<file path="src/rtl/prefetch_queue_if.sv">
// prefetch_queue_if
// -----------------------------------------------------------------------------
// Signal bundle between the instruction prefetch queue, the memory port and the
// control unit. clk and reset are not part of the bundle.
//
//   redirect     flush the queue and load a new fetch PC
//   redirect_pc  new fetch PC (bit 0 ignored)
//   mem_req      read request to memory
//   mem_addr     word-aligned read address
//   mem_ack      read data valid (may rise in the same cycle as mem_req)
//   mem_data     read data, sampled when mem_ack=1
//   ir_valid     head entry is valid
//   ir_data      head instruction word
//   ir_addr      address of the head word
//   ir_take      consumer pops the head this cycle
//   dbg_state    current fetch FSM state (0=IDLE, 1=REQ, 2=DRAIN)
//
// Handshakes: a memory read completes on a rising clock edge where
// mem_req=1 and mem_ack=1; once mem_req rises it stays high with mem_addr
// stable until that edge, and only one read is ever outstanding. A word leaves
// the queue on a rising edge where ir_valid=1 and ir_take=1; ir_take while
// ir_valid=0 has no effect.
// -----------------------------------------------------------------------------
`timescale 1ns/1ps

interface prefetch_queue_if;
    logic        redirect;
    logic [15:0] redirect_pc;
    logic        mem_req;
    logic [15:0] mem_addr;
    logic        mem_ack;
    logic [15:0] mem_data;
    logic        ir_valid;
    logic [15:0] ir_data;
    logic [15:0] ir_addr;
    logic        ir_take;
    logic [1:0]  dbg_state;

    // The prefetch queue itself.
    modport slave (
        input  redirect,
        input  redirect_pc,
        input  mem_ack,
        input  mem_data,
        input  ir_take,
        output mem_req,
        output mem_addr,
        output ir_valid,
        output ir_data,
        output ir_addr,
        output dbg_state
    );

    // The surroundings: memory, control unit and redirect source.
    modport master (
        output redirect,
        output redirect_pc,
        output mem_ack,
        output mem_data,
        output ir_take,
        input  mem_req,
        input  mem_addr,
        input  ir_valid,
        input  ir_data,
        input  ir_addr,
        input  dbg_state
    );
endinterface

</file>
<file path="src/rtl/prefetch_queue.sv">
// prefetch_queue
// -----------------------------------------------------------------------------
// Instruction prefetch stage in front of the instruction register. Fetches
// sequential 16-bit words over a req/ack memory handshake into a small FIFO
// and presents the head word plus its address to the control unit. A redirect
// flushes the FIFO and restarts fetching at the new (word-aligned) PC.
//
// Ports:
//   clk    system clock, all state changes on the rising edge
//   reset  asynchronous, active-low reset
//   bus    prefetch_queue_if.slave: redirect/redirect_pc, memory req/ack port,
//          instruction head (ir_valid/ir_data/ir_addr/ir_take), dbg_state
//
// Parameters:
//   DEPTH  number of queue entries (power of two, at least 2)
//   PTRW   pointer width, log2(DEPTH)
// -----------------------------------------------------------------------------
`timescale 1ns/1ps

module prefetch_queue #(
    parameter int DEPTH = 4,
    parameter int PTRW  = 2
) (
    input  logic            clk,
    input  logic            reset,
    prefetch_queue_if.slave bus
);

    // count must be able to represent DEPTH itself.
    localparam int            CW      = PTRW + 1;
    localparam logic [CW-1:0] DEPTH_C = CW'(DEPTH);

    typedef enum logic [1:0] {
        ST_IDLE  = 2'd0,
        ST_REQ   = 2'd1,
        ST_DRAIN = 2'd2
    } state_t;

    state_t          r_state;
    state_t          w_state_nxt;

    logic [15:0]     r_fetch_pc;
    logic [15:0]     r_req_addr;
    logic [CW-1:0]   r_count;
    logic [PTRW-1:0] r_rd_ptr;
    logic [PTRW-1:0] r_wr_ptr;

    logic [15:0]     r_entry_addr [DEPTH];
    logic [15:0]     r_entry_data [DEPTH];

    logic            w_push;
    logic            w_pop;
    logic            w_full;
    logic            w_ir_valid;
    logic            w_load_req;
    logic [CW-1:0]   w_count_nxt;
    logic [15:0]     w_fetch_pc_inc;
    logic [15:0]     w_req_addr_nxt;
    logic [15:0]     w_redirect_pc_al;

    // -------------------------------------------------------------------------
    // Queue bookkeeping
    // -------------------------------------------------------------------------
    assign w_full           = (r_count == DEPTH_C);
    assign w_ir_valid       = (r_count != '0);
    assign w_fetch_pc_inc   = r_fetch_pc + 16'd2;
    assign w_redirect_pc_al = bus.redirect_pc & 16'hFFFE;

    // Redirect wins over both a returning word and a pop: the whole queue is
    // discarded on that edge, so neither may move a pointer.
    assign w_push = (r_state == ST_REQ) && bus.mem_ack && !bus.redirect;
    assign w_pop  = bus.ir_take && w_ir_valid && !bus.redirect;

    assign w_count_nxt = r_count + CW'(w_push) - CW'(w_pop);

    // -------------------------------------------------------------------------
    // Fetch FSM, next state
    // -------------------------------------------------------------------------
    always_comb begin
        w_state_nxt    = r_state;
        w_load_req     = 1'b0;
        w_req_addr_nxt = r_fetch_pc;

        case (r_state)
            ST_IDLE: begin
                if (!bus.redirect && !w_full) begin
                    w_state_nxt = ST_REQ;
                    w_load_req  = 1'b1;
                end
            end

            ST_REQ: begin
                if (bus.redirect) begin
                    // A request is never withdrawn: without an ack we keep it
                    // up in DRAIN and throw the word away when it arrives.
                    w_state_nxt = bus.mem_ack ? ST_IDLE : ST_DRAIN;
                end else if (bus.mem_ack) begin
                    // Back-to-back issue uses the count after this edge's
                    // push and pop, so a simultaneous pop keeps streaming.
                    if (w_count_nxt != DEPTH_C) begin
                        w_state_nxt    = ST_REQ;
                        w_load_req     = 1'b1;
                        w_req_addr_nxt = w_fetch_pc_inc;
                    end else begin
                        w_state_nxt = ST_IDLE;
                    end
                end
            end

            ST_DRAIN: begin
                if (bus.mem_ack) begin
                    w_state_nxt = ST_IDLE;
                end
            end

            default: begin
                w_state_nxt = ST_IDLE;
            end
        endcase
    end

    // -------------------------------------------------------------------------
    // State registers
    // -------------------------------------------------------------------------
    always_ff @(posedge clk or negedge reset) begin
        if (!reset) begin
            r_state    <= ST_IDLE;
            r_fetch_pc <= 16'h0000;
            r_req_addr <= 16'h0000;
            r_count    <= '0;
            r_rd_ptr   <= '0;
            r_wr_ptr   <= '0;
        end else begin
            r_state <= w_state_nxt;

            // mem_addr has its own register so a redirect during DRAIN can
            // reload fetch_pc without disturbing the outstanding address.
            if (w_load_req) begin
                r_req_addr <= w_req_addr_nxt;
            end

            if (bus.redirect) begin
                r_fetch_pc <= w_redirect_pc_al;
                r_count    <= '0;
                r_rd_ptr   <= '0;
                r_wr_ptr   <= '0;
            end else begin
                if (w_push) begin
                    r_fetch_pc <= w_fetch_pc_inc;
                    r_wr_ptr   <= r_wr_ptr + PTRW'(1);
                end
                if (w_pop) begin
                    r_rd_ptr <= r_rd_ptr + PTRW'(1);
                end
                r_count <= w_count_nxt;
            end
        end
    end

    // Entry storage needs no reset: the head is masked while count is zero.
    always_ff @(posedge clk) begin
        if (w_push) begin
            r_entry_addr[r_wr_ptr] <= r_fetch_pc;
            r_entry_data[r_wr_ptr] <= bus.mem_data;
        end
    end

    // -------------------------------------------------------------------------
    // Outputs
    // -------------------------------------------------------------------------
    // mem_req is decoded straight from the state so it drops the moment reset
    // is asserted, without waiting for a clock edge.
    assign bus.mem_req   = (r_state != ST_IDLE);
    assign bus.mem_addr  = r_req_addr;
    assign bus.ir_valid  = w_ir_valid;
    assign bus.ir_data   = w_ir_valid ? r_entry_data[r_rd_ptr] : 16'h0000;
    assign bus.ir_addr   = w_ir_valid ? r_entry_addr[r_rd_ptr] : 16'h0000;
    assign bus.dbg_state = r_state;

endmodule

</file>
<file path="src/flat_wrapper.sv">
// flat-port wrapper written by rule: the top's interface ports become plain ports
module prefetch_queue_flat 
#(
    parameter int DEPTH = 4,
    parameter int PTRW  = 2
)
  (clk, reset, bus_redirect, bus_redirect_pc, bus_mem_ack, bus_mem_data, bus_ir_take, bus_mem_req, bus_mem_addr, bus_ir_valid, bus_ir_data, bus_ir_addr, bus_dbg_state);
  prefetch_queue_if bus_i ();
  input  logic clk;
  input  logic reset;
  input wire logic [$bits(bus_i.redirect)-1:0] bus_redirect;
  input wire logic [$bits(bus_i.redirect_pc)-1:0] bus_redirect_pc;
  input wire logic [$bits(bus_i.mem_ack)-1:0] bus_mem_ack;
  input wire logic [$bits(bus_i.mem_data)-1:0] bus_mem_data;
  input wire logic [$bits(bus_i.ir_take)-1:0] bus_ir_take;
  output wire logic [$bits(bus_i.mem_req)-1:0] bus_mem_req;
  output wire logic [$bits(bus_i.mem_addr)-1:0] bus_mem_addr;
  output wire logic [$bits(bus_i.ir_valid)-1:0] bus_ir_valid;
  output wire logic [$bits(bus_i.ir_data)-1:0] bus_ir_data;
  output wire logic [$bits(bus_i.ir_addr)-1:0] bus_ir_addr;
  output wire logic [$bits(bus_i.dbg_state)-1:0] bus_dbg_state;
  assign bus_i.redirect = bus_redirect;
  assign bus_i.redirect_pc = bus_redirect_pc;
  assign bus_i.mem_ack = bus_mem_ack;
  assign bus_i.mem_data = bus_mem_data;
  assign bus_i.ir_take = bus_ir_take;
  assign bus_mem_req = bus_i.mem_req;
  assign bus_mem_addr = bus_i.mem_addr;
  assign bus_ir_valid = bus_i.ir_valid;
  assign bus_ir_data = bus_i.ir_data;
  assign bus_ir_addr = bus_i.ir_addr;
  assign bus_dbg_state = bus_i.dbg_state;
  prefetch_queue #(.DEPTH(DEPTH), .PTRW(PTRW)) u_core (.clk(clk), .reset(reset), .bus(bus_i));
endmodule
</file>
<file path="config.mk">
export PLATFORM = sky130hd
export DESIGN_NAME = prefetch_queue_flat
export DESIGN_NICKNAME = d
export VERILOG_FILES = /design/src/rtl/prefetch_queue_if.sv /design/src/rtl/prefetch_queue.sv /design/src/flat_wrapper.sv
export SDC_FILE = /design/constraint.sdc
export NUM_CORES = 1
export LEC_CHECK = 0
export BUFFER_PORTS_ARGS = -buffer_cell sky130_fd_sc_hd__buf_2
export CORE_ASPECT_RATIO = 0.6
export CORE_MARGIN = 1
export CORE_UTILIZATION = 40
export DETAILED_ROUTE_END_ITERATION = 7
export GPL_ROUTABILITY_DRIVEN = 0
export GPL_TIMING_DRIVEN = 0
export PLACE_DENSITY = 0.67
export SLEW_MARGIN = 15
export SYNTH_ARGS = -nofsm -noshare
export SYNTH_HDL_FRONTEND = slang
export SYNTH_SLANG_ARGS = --single-unit
</file>
<file path="constraint.sdc">
create_clock -name clk -period 6.5 [get_ports clk]
set_input_delay 0.975 -clock clk [delete_from_list [all_inputs] [get_ports clk]]
set_output_delay 0.975 -clock clk [all_outputs]
set_load 0.02 [all_outputs]
</file>
==> summary.txt, run 1 <==
Clock network
  – Post-cts repair resize count: 0
  – H-tree depth: 4
  – CTS Buf Count: 17
  – Worst-path clk slew: 0.07 ns
  – Clock latency on the worst-skew pair: 0.42 ns
  – Count of hold-fix buffers inserted at cts: 0
  – Clk root buf: clkbuf_16
  – Num Clock Sinks: 163
  – Deepest clock path buffer count: 2
  – Post-CTS Setup Bufs: 0
  – CTS tree: yes

Layout
  – Layout Nets: 633
  – Layout cells sized above 1: 28.17%
  – Antenna fix cells: 0
  – Final Util: 49.61%
  – Area grow syn2layout: 20.35%

Power and ir drop
  – Net Sw Frac: 33.16%
  – Pleak: 3.138 nW
  – Combinational share of power: 30.7%
  – Sw Pwr: 1.155 mW
  – Total power: 3.482 mW
  – Internal: 2.327 mW
  – Sequential power share: 38.0%
  – PwrDens: 405.4 nW/um^2
  – Worst vdd ir: 0.1787 mV
  – Clk pwr share: 31.2%

Status
  – Outcome: completed

STA
  – Worst slew margin: 41.50%
  – Final critical-path share of the clock period: 57.17%
  – Pins Over Slew Limit: 0
  – Max frequency: 269.1 MHz
  – Final Hold Vio Count: 0
  – Worst clock skew: 0.01219 ns
  – Hold slack final: 0.5177 ns
  – Setup TNS: 0 ns
  – Slew @ Worst Pin: 0.8775 ns
  – Setup violators final: 0
  – RSZ-0062 raised after global routing: no
  – Final Critical Period: 3.716 ns
  – Final worst slack: 2.784 ns

Synth
  – Cells after Synth: 480
  – Asr flop ratio synth: 23.93%
  – Synth Cell Area: 7137 um^2
  – Synth unique cells: 51
  – Synth area leaders: edfxtp_1 (52%), dfrtp_1 (14%), mux4_2 (9.8%)
  – Mapped Avg Cell Area: 14.87 um^2
  – Post-synth top cells: edfxtp_1 (124), dfrtp_1 (39), and2_1 (37), mux4_2 (31)
  – Yosys top cell area share: 52.17%
  – Largest area contributor in the netlist: edfxtp_1
  – Most used DFF post-synth: edfxtp_1
  – Yosys warnings: 0
  – EDFF count, synth: 124
  – Post-synthesis register bit count: 163
  – Register area share after synthesis: 65.85%
  – Most frequent cell after synthesis: edfxtp_1

Floorplanning
  – Die W: 174.4 um
  – Initial core utilization: 41.22%
  – Die ar.: 18400 um^2
  – Number of I/O pins: 89
  – Area of the core: 17310 um^2
  – Num rows: 37
  – Die Span Y: 105.5 um

Setup path
  – CP delay by family, top: compound AO/OA/AOI/OAI gates
  – Crit path DAT: 4.03 ns
  – Crit. End Element: flop
  – Max FO, Critical Path: 10
  – CP Depth: 12
  – CP Launch Type: input pin
  – WP data required: 6.81 ns
  – Cells along the critical path: clkbuf_1 -> clkbuf_1 -> nor2_1 -> ha_1 -> inv_1 -> ha_1 -> inv_1 -> fa_1 -> xnor3_1 -> o21ai_2 -> a21oi_1 -> o2111a_1
  – Max incr delay on CP: 0.45 ns
  – Worst Reg-to-Reg Cells: 13
  – Buffers and inverters on the worst path: 4
  – CP Class: input pin to flop
  – Critical-path top delay cell: o21ai_2

Min path
  – Tightest Hold Check Type: flop to flop
  – Hold path depth: 1

Route
  – # DRC: 0
  – Via count: 4466
  – Post-DRT Antenna Nets: 0
  – WL per Instance: 19.07 um
  – Via density: 5.355
  – Final wirelength: 15900 um
  – 1st-iter DRT viols: 410
  – 1st-pass router iterations: 5

Global routing
  – Vias in the first global route: 4554
  – Overall Global Routing Usage: 18.67%
  – Total grt overflow: 0
  – Largest net degree at the start of global routing: 40
  – Initial antenna violation count: 0
  – First-pass GRT wire length: 25610 um

Flow run
  – Max Cap Viol: 0

Placed design
  – Pre-CTS setup slack: 2.369 ns
  – Port Buffers: 84
  – HPWL after detailed placement: 10960 um
[cell families after synthesis]
group | count (synthesis) | synth area share (%)
AO/OA/AOI/OAI | 59 | 5.733
XOR/XNOR | 15 | 2.034
adder cells (fa/ha/maj) | 8 | 1.508
buffers and inverters | 45 | 2.665
flip-flops | 163 | 65.85
multiplexers | 35 | 10.36
other | 1 | 0.05254
AND/OR/NAND/NOR | 154 | 11.80
[power by group through the flow]
stage / clock (mW) / combinational (mW) / sequential [mW]
final: 1.09 / 1.07 / 1.32
after global routing: 1.15 / 1.17 / 1.34
after CTS: 1.11 / 1.09 / 1.32
after detailed placement: 0 / 1.08 / 1.34
after global placement: 0 / 1.05 / 1.34
after floorplan: 0 / 0.684 / 1.38
[flip-flops by register name, indices dropped and copies added (netlist names)]
| signal | cells |
|---|---|
| u_core.bus.mem_addr | 15 |
| u_core.bus.dbg_state | 2 |
| u_core.r_wr_ptr | 2 |
| u_core.r_count | 3 |
| u_core.r_entry_addr | 60 |
| u_core.r_rd_ptr | 2 |
| u_core.r_entry_data | 64 |
| u_core.r_fetch_pc | 15 |
[layout by cell type, fill, tap and decap left out, types with 4 or more instances in the layout]
master,n
or4_1,5
inv_6,6
clkbuf_16,17
a21oi_1,7
clkbuf_1,19
xor2_1,4
ha_1,7
and2_1,33
nor2_1,26
o211a_1,5
nand2_1,26
a31oi_1,5
o311ai_1,5
nor4_1,12
inv_1,12
dfrtp_1,39
or3_1,6
and2_2,4
nand2b_1,10
xnor2_1,10
edfxtp_1,124
mux4_2,31
nand3_1,10
o21ai_1,18
nor3_1,6
buf_2,91
bufinv_16,4
[routing by layer]
metal	vias to the layer above	share of wire [%]	GRT usage, %
li1	2039	-	-
met1	2214	47	27.13
met2	199	45	28.14
met3	14	6.8	4.040
met4	0	0.83	5.639
met5	-	0	0
[metrics by stage]
step / cells / instance area [um^2]
3_3_place_gp: 799 / 7854
5_1_grt: 834 / 8589
6_report: 834 / 8589
4_1_cts: 834 / 8589
2_1_floorplan: 481 / 7141
3_5_place_dp: 803 / 7946
[worst paths after layout]
path	from	end	slack [ns]
setup / recovery	bus_redirect	u_core.bus.mem_addr[7]	2.78
hold / removal	u_core.bus.mem_addr[2]	u_core.bus.mem_addr[2]	0.52
setup reg to reg	u_core.r_count[1]	u_core.bus.mem_addr[7]	2.88
hold reg to reg	u_core.bus.mem_addr[2]	u_core.bus.mem_addr[2]	0.52
max in group asynchronous	reset	u_core.r_rd_ptr[0]	5.28
min in group asynchronous	reset	u_core.bus.mem_addr[13]	0.67
[final cells by class]
class / instances / area (um^2)
buffer: 33 / 145.1
clock buffer: 17 / 425.4
clock inverter: 14 / 217.7
fill: 1499 / 8725
inverter: 12 / 45.04
multi-input combinational: 273 / 2256
sequential: 163 / 4700
tap: 234 / 292.8
timing repair buffer: 88 / 508.0
Power figures use the tool's default switching activity.
==> run 2: changes to the inputs <==
--- a/config.mk
+++ b/config.mk
@@ -5,6 +5,7 @@
 export SDC_FILE = /design/constraint.sdc
 export NUM_CORES = 1
 export LEC_CHECK = 0
+export ABC_AREA = 1
 export BUFFER_PORTS_ARGS = -buffer_cell sky130_fd_sc_hd__buf_2
 export CORE_ASPECT_RATIO = 0.6
 export CORE_MARGIN = 1
@@ -12,7 +13,7 @@
 export DETAILED_ROUTE_END_ITERATION = 7
 export GPL_ROUTABILITY_DRIVEN = 0
 export GPL_TIMING_DRIVEN = 0
-export PLACE_DENSITY = 0.67
+export PLACE_DENSITY = 0.69
 export SLEW_MARGIN = 15
 export SYNTH_ARGS = -nofsm -noshare
 export SYNTH_HDL_FRONTEND = slang
==> constraint.sdc (replaced) <==
create_clock -name clk -period 3.3 [get_ports clk]
set_input_delay 0.495 -clock clk [delete_from_list [all_inputs] [get_ports clk]]
set_output_delay 0.495 -clock clk [all_outputs]
set_load 0.02 [all_outputs]
==> summary.txt, run 2 <==
Synth
  – Post-synthesis register bit count: 163
  – Asr flop ratio synth: 23.93%
  – Cells after Synth: 685
  – Most frequent cell after synthesis: nor2_1
  – Synth area leaders: edfxtp_1 (52%), dfrtp_1 (14%), nor2_1 (7.8%)
  – Synth Cell Area: 7208 um^2
  – Yosys top cell area share: 51.66%
  – Most used DFF post-synth: edfxtp_1
  – Yosys warnings: 0
  – Largest area contributor in the netlist: edfxtp_1
  – Post-synth top cells: nor2_1 (150), edfxtp_1 (124), nand2_1 (97), o21ai_0 (73), dfrtp_1 (39)
  – Register area share after synthesis: 65.20%
  – EDFF count, synth: 124
  – Mapped Avg Cell Area: 10.52 um^2
  – Synth unique cells: 38

Layout
  – Commonest cells after routing, fill and taps aside: nor2_1 (144), edfxtp_1 (124), nand2_1 (97)
  – Most common cell after layout, fill and taps aside: nor2_1
  – Top reg by flops: u_core.r_entry_data
  – Largest register FFs: 64
  – Final Cell Area: 8736 um^2
  – Top Registers: u_core.r_entry_data (64), u_core.r_entry_addr (60)
  – Area grow syn2layout: 21.19%
  – Fin cells: 1042
  – Layout cells sized above 1: 21.19%
  – Final Util: 50.32%
  – Layout Nets: 839

Power and ir drop
  – Combinational share of power: 33.8%
  – PwrDens: 839.5 nW/um^2
  – Internal: 4.520 mW
  – Clk pwr share: 30.0%
  – Net Sw Frac: 38.37%
  – Total power: 7.334 mW
  – Sequential power share: 36.2%
  – Sw Pwr: 2.814 mW
  – Pleak: 3.540 nW
  – Worst vdd ir: 0.4011 mV

Global routing
  – Total grt overflow: 0
  – Largest net degree at the start of global routing: 40
  – Vias in the first global route: 4966
  – First-pass GRT wire length: 27240 um
  – Initial antenna violation count: 2
  – Overall Global Routing Usage: 19.67%

Floorplanning
  – Initial core utilization: 41.52%
  – Num rows: 37
  – Area of the core: 17360 um^2
  – Die Span Y: 106.0 um
  – Die ar.: 18580 um^2
  – Number of I/O pins: 89
  – Die W: 175.3 um

STA
  – Max frequency: 329.0 MHz
  – Final critical-path share of the clock period: 92.11%
  – Worst clock skew: 0.01035 ns
  – Final Hold Vio Count: 0
  – Final Critical Period: 3.040 ns
  – Setup violators final: 0
  – RSZ-0062 raised after global routing: no
  – Worst slew margin: 38.23%
  – Hold slack final: 0.1838 ns
  – Slew @ Worst Pin: 0.9265 ns
  – Pins Over Slew Limit: 0

Setup path
  – WP data required: 3.60 ns
  – Crit. End Element: flop
  – Crit path DAT: 3.34 ns
  – CP Class: flop to flop
  – CP Launch Type: flop
  – Max FO, Critical Path: 10

Route
  – 1st-pass router iterations: 5
  – # DRC: 0
  – Final wirelength: 17320 um
  – Via count: 5300
  – Post-DRT Antenna Nets: 0
  – Via density: 5.086
  – 1st-iter DRT viols: 531
  – WL per Instance: 16.62 um

Clock network
  – Deepest clock path buffer count: 2
  – Clock latency on the worst-skew pair: 0.43 ns
  – CTS tree: yes
  – Count of hold-fix buffers inserted at cts: 0
  – Clk root buf: clkbuf_16
  – Post-CTS Setup Bufs: 0
  – CTS Buf Count: 17
  – Worst-path clk slew: 0.07 ns
  – Num Clock Sinks: 163
  – H-tree depth: 4

Min path
  – Tightest Hold Check Type: input pin to async pin

Status
  – Outcome: completed

Flow run
  – Max Cap Viol: 0

Placed design
  – Port Buffers: 85
  – DP Cell Count: 1009
  – HPWL after detailed placement: 11860 um
  – Post-DP Area: 8063 um^2
==> run 2: cell count changes after synthesis, sizes merged, moves of 9 or more <==
cell    before  now
a21oi        7   35
and2        37    0
inv         12   43
mux4        31    0
nand2       27  112
nand2b      10    0
nand3       12   31
nor2        26  152
nor4        12    0
o21ai       20   82
xnor2       10    1
==> run 2: timing repair <==
item / CTS / global route
pin swaps: 0 / 0
setup endpoints to repair: 8 / 11
resized for setup: 1 / 4
==> run 2: cell type report <==
type / instances / area, um^2
sequential: 163 / 4700
tap: 234 / 292.8
antenna: 1 / 2.502
buffer: 33 / 192.7
multi-input combinational: 446 / 2191
clock inverter: 15 / 234.0
inverter: 44 / 170.2
clock buffer: 17 / 425.4
timing repair buffer: 89 / 528.0
fill: 1548 / 8625
==> run 2: worst max-delay path, cell delays in order, from the launching register on <==
cell,delay (ns)
dfrtp_1,0.42
inv_2,0.09
nand2_4,0.07
nor2_4,0.17
inv_1,0.09
nand2_1,0.09
nor2_1,0.05
ha_1,0.28
inv_1,0.06
ha_1,0.13
inv_1,0.04
fa_1,0.51
inv_1,0.06
nor2_2,0.13
nand3_4,0.14
nand2_8,0.13
nand2_8,0.09
inv_6,0.11
buf_12,0.15
o41ai_1,0.08
==> run 2: final timing paths <==
check                                         from                         end  slack, ns  cells past startpoint
setup reg to reg                 u_core.r_count[1]     u_core.bus.dbg_state[0]       0.26                     19
min in group clk                  bus_mem_data[14]  u_core.r_entry_data[3][14]       0.27                      1
setup / recovery                 u_core.r_count[1]     u_core.bus.dbg_state[0]       0.26                     19
max in group asynchronous                    reset           u_core.r_count[0]       2.51                      1
hold reg to reg            u_core.bus.mem_addr[11]     u_core.bus.mem_addr[11]       0.48                      2
hold / removal                               reset     u_core.bus.mem_addr[14]       0.18                      1
==> run 2: per-layer routing <==
layer  track usage, %  vias up  part of all wire (%)
li1                 -     2548                     -
met1            29.43     2512                    47
met2            27.66      211                    42
met3            4.757       27                   9.2
met4            6.894        2                   1.5
met5                0        -                 0.046
==> run 2: power groups by stage <==
stage	clock, mW	combinational, mW	sequential (mW)
after floorplan	0	1.50	2.77
after global placement	0	2.39	2.69
after detailed placement	0	2.45	2.69
after CTS	2.22	2.47	2.65
after global routing	2.30	2.72	2.68
final	2.20	2.48	2.66
==> run 2: logic make-up after synthesis <==
family	synth area share, %
AND/OR/NAND/NOR	18.12
flip-flops	65.20
AO/OA/AOI/OAI	9.634
buffers and inverters	5.016
adder cells (fa/ha/maj)	1.493
XOR/XNOR	0.4861
other	0.05202
==> run 2: metrics by stage <==
stage | setup slack [ns] | setup TNS, ns
floorplan | 0.3708 | 0
global placement | -0.6793 | -77.67
detailed placement | -0.2994 | -3.477
CTS | 0.06682 | 0
global route | 0.04129 | 0
finish | 0.2605 | 0
